### src/rtl/ifetch_queue.sv
// Instruction fetch stage: issues sequential word fetches, buffers returned
// instructions with their PCs, and supports redirect with stale-response drop.
module ifetch_queue #(
  parameter int INST_WIDTH = 16,
  parameter int PC_WIDTH   = 12,
  parameter int DEPTH      = 4,
  parameter int RESET_PC   = 0
) (
  input  logic                  i_clk,
  input  logic                  i_rst,
  output logic                  o_mem_req,
  output logic [PC_WIDTH-1:0]   o_mem_addr,
  input  logic                  i_mem_gnt,
  input  logic                  i_mem_rvalid,
  input  logic [INST_WIDTH-1:0] i_mem_rdata,
  output logic                  o_valid,
  output logic [INST_WIDTH-1:0] o_inst,
  output logic [PC_WIDTH-1:0]   o_inst_pc,
  input  logic                  i_ready,
  input  logic                  i_redirect,
  input  logic [PC_WIDTH-1:0]   i_redirect_pc
);

  localparam int CW = $clog2(DEPTH + 1);
  localparam int PW = $clog2(DEPTH);
  localparam logic [CW-1:0] DEPTH_C  = CW'(DEPTH);
  localparam logic [CW:0]   DEPTH_CX = (CW + 1)'(DEPTH);

  logic [PC_WIDTH-1:0]   fetch_pc;
  logic [PC_WIDTH-1:0]   rsp_pc;
  logic [CW-1:0]         outstanding;
  logic [CW-1:0]         discard;
  logic [CW-1:0]         live;
  logic [CW-1:0]         fifo_count;
  logic [CW:0]           credit_used;
  logic [PW-1:0]         rd_ptr;
  logic [PW-1:0]         wr_ptr;
  logic [INST_WIDTH-1:0] inst_mem [DEPTH];
  logic [PC_WIDTH-1:0]   pc_mem   [DEPTH];

  logic grant;
  logic rsp_fire;
  logic push;
  logic pop;

  // Every live request owns a FIFO slot, so a response can never find it full.
  assign live        = outstanding - discard;
  assign credit_used = {1'b0, fifo_count} + {1'b0, live};

  assign o_mem_req  = !i_rst && !i_redirect && (credit_used < DEPTH_CX) &&
                      (outstanding < DEPTH_C);
  assign o_mem_addr = fetch_pc;

  assign grant    = o_mem_req && i_mem_gnt;
  assign rsp_fire = i_mem_rvalid && (outstanding != '0);
  assign push     = rsp_fire && (discard == '0) && !i_redirect;

  assign o_valid   = !i_rst && (fifo_count != '0) && !i_redirect;
  assign o_inst    = inst_mem[rd_ptr];
  assign o_inst_pc = pc_mem[rd_ptr];
  assign pop       = o_valid && i_ready;

  always_ff @(posedge i_clk) begin
    if (i_rst) begin
      fetch_pc    <= PC_WIDTH'(RESET_PC);
      rsp_pc      <= PC_WIDTH'(RESET_PC);
      outstanding <= '0;
      discard     <= '0;
      fifo_count  <= '0;
      rd_ptr      <= '0;
      wr_ptr      <= '0;
    end else begin
      outstanding <= outstanding + CW'(grant) - CW'(rsp_fire);
      if (i_redirect) begin
        fetch_pc   <= i_redirect_pc;
        rsp_pc     <= i_redirect_pc;
        fifo_count <= '0;
        rd_ptr     <= '0;
        wr_ptr     <= '0;
        // Everything still in flight after this cycle belongs to the old stream.
        discard    <= outstanding - CW'(rsp_fire);
      end else begin
        if (grant) fetch_pc <= fetch_pc + 1'b1;
        if (push) begin
          rsp_pc <= rsp_pc + 1'b1;
          wr_ptr <= wr_ptr + 1'b1;
        end
        if (pop) rd_ptr <= rd_ptr + 1'b1;
        fifo_count <= fifo_count + CW'(push) - CW'(pop);
        if (rsp_fire && (discard != '0)) discard <= discard - 1'b1;
      end
    end
  end

  always_ff @(posedge i_clk) begin
    if (!i_rst && push) begin
      inst_mem[wr_ptr] <= i_mem_rdata;
      pc_mem[wr_ptr]   <= rsp_pc;
    end
  end

endmodule

### config.mk
export PLATFORM = sky130hd
export DESIGN_NAME = ifetch_queue
export DESIGN_NICKNAME = d
export VERILOG_FILES = /design/src/rtl/ifetch_queue.sv
export SDC_FILE = /design/constraint.sdc
export NUM_CORES = 1
export LEC_CHECK = 0
export CAP_MARGIN = 20
export CORE_UTILIZATION = 45
export DETAILED_ROUTE_END_ITERATION = 12
export PLACE_DENSITY = 0.67
export SYNTH_ARGS = -nofsm -noshare
export SYNTH_HDL_FRONTEND = slang
export SYNTH_SLANG_ARGS = --single-unit
export TNS_END_PERCENT = 5
### constraint.sdc
create_clock -name i_clk -period 7.38 [get_ports i_clk]
set_input_delay 1.476 -clock i_clk [delete_from_list [all_inputs] [get_ports i_clk]]
set_output_delay 1.476 -clock i_clk [all_outputs]
set_load 0.05 [all_outputs]
==> run summary <==
H-tree depth -> 4
Max clock buf depth -> 2
Worst Path Arrival -> 3880 ps
kind of cell adding the most delay to the critical path -> buffers and inverters
final non-filler cell total -> 678
Comb pwr share -> 15.6%
FILL cells -> 1,079
die extent in x -> 120 um
most common cell after layout, fill and taps aside -> edfxtp_1
Tot Pwr -> 2160 uW
synthesized area per cell -> 15.6 sq um
Post-CTS Setup Repair Bufs -> 0
worst path required time -> 5900 ps
total track usage -> 18.2%
crit path max fanout -> 27
Hold Path Class -> reg2reg
pin count of the biggest net entering global routing -> 29
clock power share -> 38.7%
Worst setup SP type -> input port
Avg Vias per Cell -> 5.45
Worst-path clk slew -> 60 ps
Cells after Synth -> 404
CP endpoint kind -> output pin
routability cong. -> 0.833
Placed Cells -> 645
maximum VDD drop -> 152 uV
Slew Viols, Final -> 0
CP max stage delay -> 790 ps
FF+latch count, synth -> 151
Num Clock Sinks -> 151
Die ar. -> 14,500 sq um
area of the multi-input gates -> 2010 sq um
Core Region -> 13,500 sq um
drt first pass iters -> 4
asr flop ratio synth -> 0%
Max Fclk -> 187 MHz
number of flops mapped to enable cells by yosys -> 112
Cell Pwr Density -> 274 nW/um^2
setup TNS -> 0 ps
final net count -> 543
commonest cells after routing, fill and taps aside -> edfxtp_1, clkdlybuf4s50_1, dfxtp_1, mux4_2, inv_1
Seq/Total Area, Yosys -> 65.6%
IO Count -> 76
RSZ-0062 raised after global routing -> no
post-DP HPWL -> 7.89 mm
Sw Ratio -> 25.2%
Port Buffers -> 75
CTS Hold Bufs -> 0
Worst-Margin Slew -> 887 ps
Site Rows -> 42
crit share post-route -> 72.5%
synthesized cell area -> 6310 sq um
cell internal pwr -> 1610 uW
Primary FF master, synth -> edfxtp_1
DRC -> 0
number of CTS-inserted buffers -> 17
area delta synth->final -> 24.4%
warnings from Yosys -> 0
synth unique cells -> 53
sequential power share -> 45.7%
total number of vias -> 3,696
Most Frequent Cell on Critical Path -> clkdlybuf4s50_1
Slew headroom -> 40.4%
total wire length -> 12.3 mm
Sw Pwr -> 543 uW
initial antenna violation count -> 0
Storage cell area -> 4150 sq um
first-pass GRT wire length -> 19.8 mm
Die Y-Extent -> 120 um
critical setup path kind -> in2out
Final Critical Period -> 5350 ps
Final Hold Viols -> 0
worst-skew pair later-pin latency -> 420 ps
crit-path cells -> clkdlybuf4s50_1, buf_4, nor2_1, and3_2, clkdlybuf4s50_1
Setup-failing EPs final -> 0
Leak Pwr -> 0.00265 uW
Final ANT Viol Nets -> 0
Slowest-stage cell, CP -> clkdlybuf4s50_1
CTS tree -> yes
Buf/Inv on CP -> 3
DR WL/cell -> 18.1 um
post-CTS sizing -> 0
vias in the first global route -> 3,829
Initial Util -> 46.9%
Max-Cap Viols -> 0
cell area after layout -> 7850 sq um
Fin Clk Skew -> 13.5 ps
Placed Area -> 7260 sq um
status -> completed
Synthesized Nets -> 458
Clock Tree Root -> clkbuf_16
GRT overflow -> 0
ant diodes -> 0
share of cells above drive strength 1 -> 14.3%
DR iter-0 viols -> 204
worst paths after layout:
kind | startpoint | slack, ps | depth (start not counted) | end
setup / recovery | i_rst | 2030 | 5 | o_mem_req
hold / removal | rd_ptr[1]$_SDFFE_PP0P_ | 490 | 1 | rd_ptr[1]$_SDFFE_PP0P_
setup reg to reg | outstanding[0]$_SDFF_PP0_ | 3580 | 16 | outstanding[2]$_SDFF_PP0_
hold reg to reg | rd_ptr[1]$_SDFFE_PP0P_ | 490 | 1 | rd_ptr[1]$_SDFFE_PP0P_
power groups by stage:
stage / logic, uW / clock network, uW / registers (uW)
final: 336 / 834 / 985
after global routing: 368 / 884 / 991
after CTS: 339 / 851 / 985
after detailed placement: 337 / 0 / 1000
after global placement: 327 / 0 / 1000
after floorplan: 228 / 0 / 1010
sequential cells by signal, summed over array words and instances (netlist names), named ones only:
signal and count:
discard 3, fifo_count 3, inst_mem 64, o_mem_addr 12, outstanding 3, pc_mem 48
rd_ptr 2, rsp_pc 12, wr_ptr 2
cell type report:
class	count	share of cell area (%)
Multi-Input combinational cell	215	25.7
Clock buffer	20	5.56
Timing Repair Buffer	83	10.5
Clock inverter	12	1.70
Inverter	21	1.00
Tap cell	176	2.80
Sequential cell	151	52.8
cells by family (layout without fill, tap and decap cells):
| logic type | Yosys count | in the layout | share of synthesized area (%) |
|---|---|---|---|
| AOI/OAI and AO/OA | 49 | 49 | 5.23 |
| xor gates and xnor gates | 24 | 24 | 3.33 |
| adders and majority gates | 20 | 20 | 4.32 |
| buffers and inverters | 38 | 136 | 2.44 |
| DFF | 151 | 151 | 65.6 |
| muxes | 31 | 31 | 10.5 |
| and+or+nand+nor | 91 | 91 | 8.56 |
routing by layer:
layer,wire [um],GRT usage [%],part of all wire [%],vias up
met5,0,0,0,-
met4,142,6.79,1.2,0
met1,5530,23.6,45,1857
met3,503,4.62,4.1,14
li1,-,-,-,1730
met2,6120,29.6,50,95
per-stage QoR:
stage	setup slack, ps	hold WS, ps	util (%)
2_1_floorplan	3460	446	-
3_3_place_gp	2120	474	54.0
3_5_place_dp	2050	482	54.0
4_1_cts	2050	488	58.2
5_1_grt	1950	522	58.4
6_report	2030	486	58.4
synthesized netlist by cell type (all sizes together) (10+ instances only):
| library cell | instances | area, sq um |
|---|---|---|
| inv | 21 | 78.8 |
| clkbuf | 10 | 37.5 |
| xnor2 | 17 | 149 |
| dfxtp | 39 | 781 |
| a21oi | 13 | 65.1 |
| and3 | 10 | 63.8 |
| a21boi | 10 | 75.1 |
| nand3 | 10 | 55.1 |
| mux4 | 28 | 631 |
| nand4 | 10 | 68.8 |
| ha | 17 | 213 |
| edfxtp | 112 | 3360 |
| nor2 | 14 | 52.6 |
| nand2 | 11 | 41.3 |
Note: power is estimated with default switching activity, not from simulation.
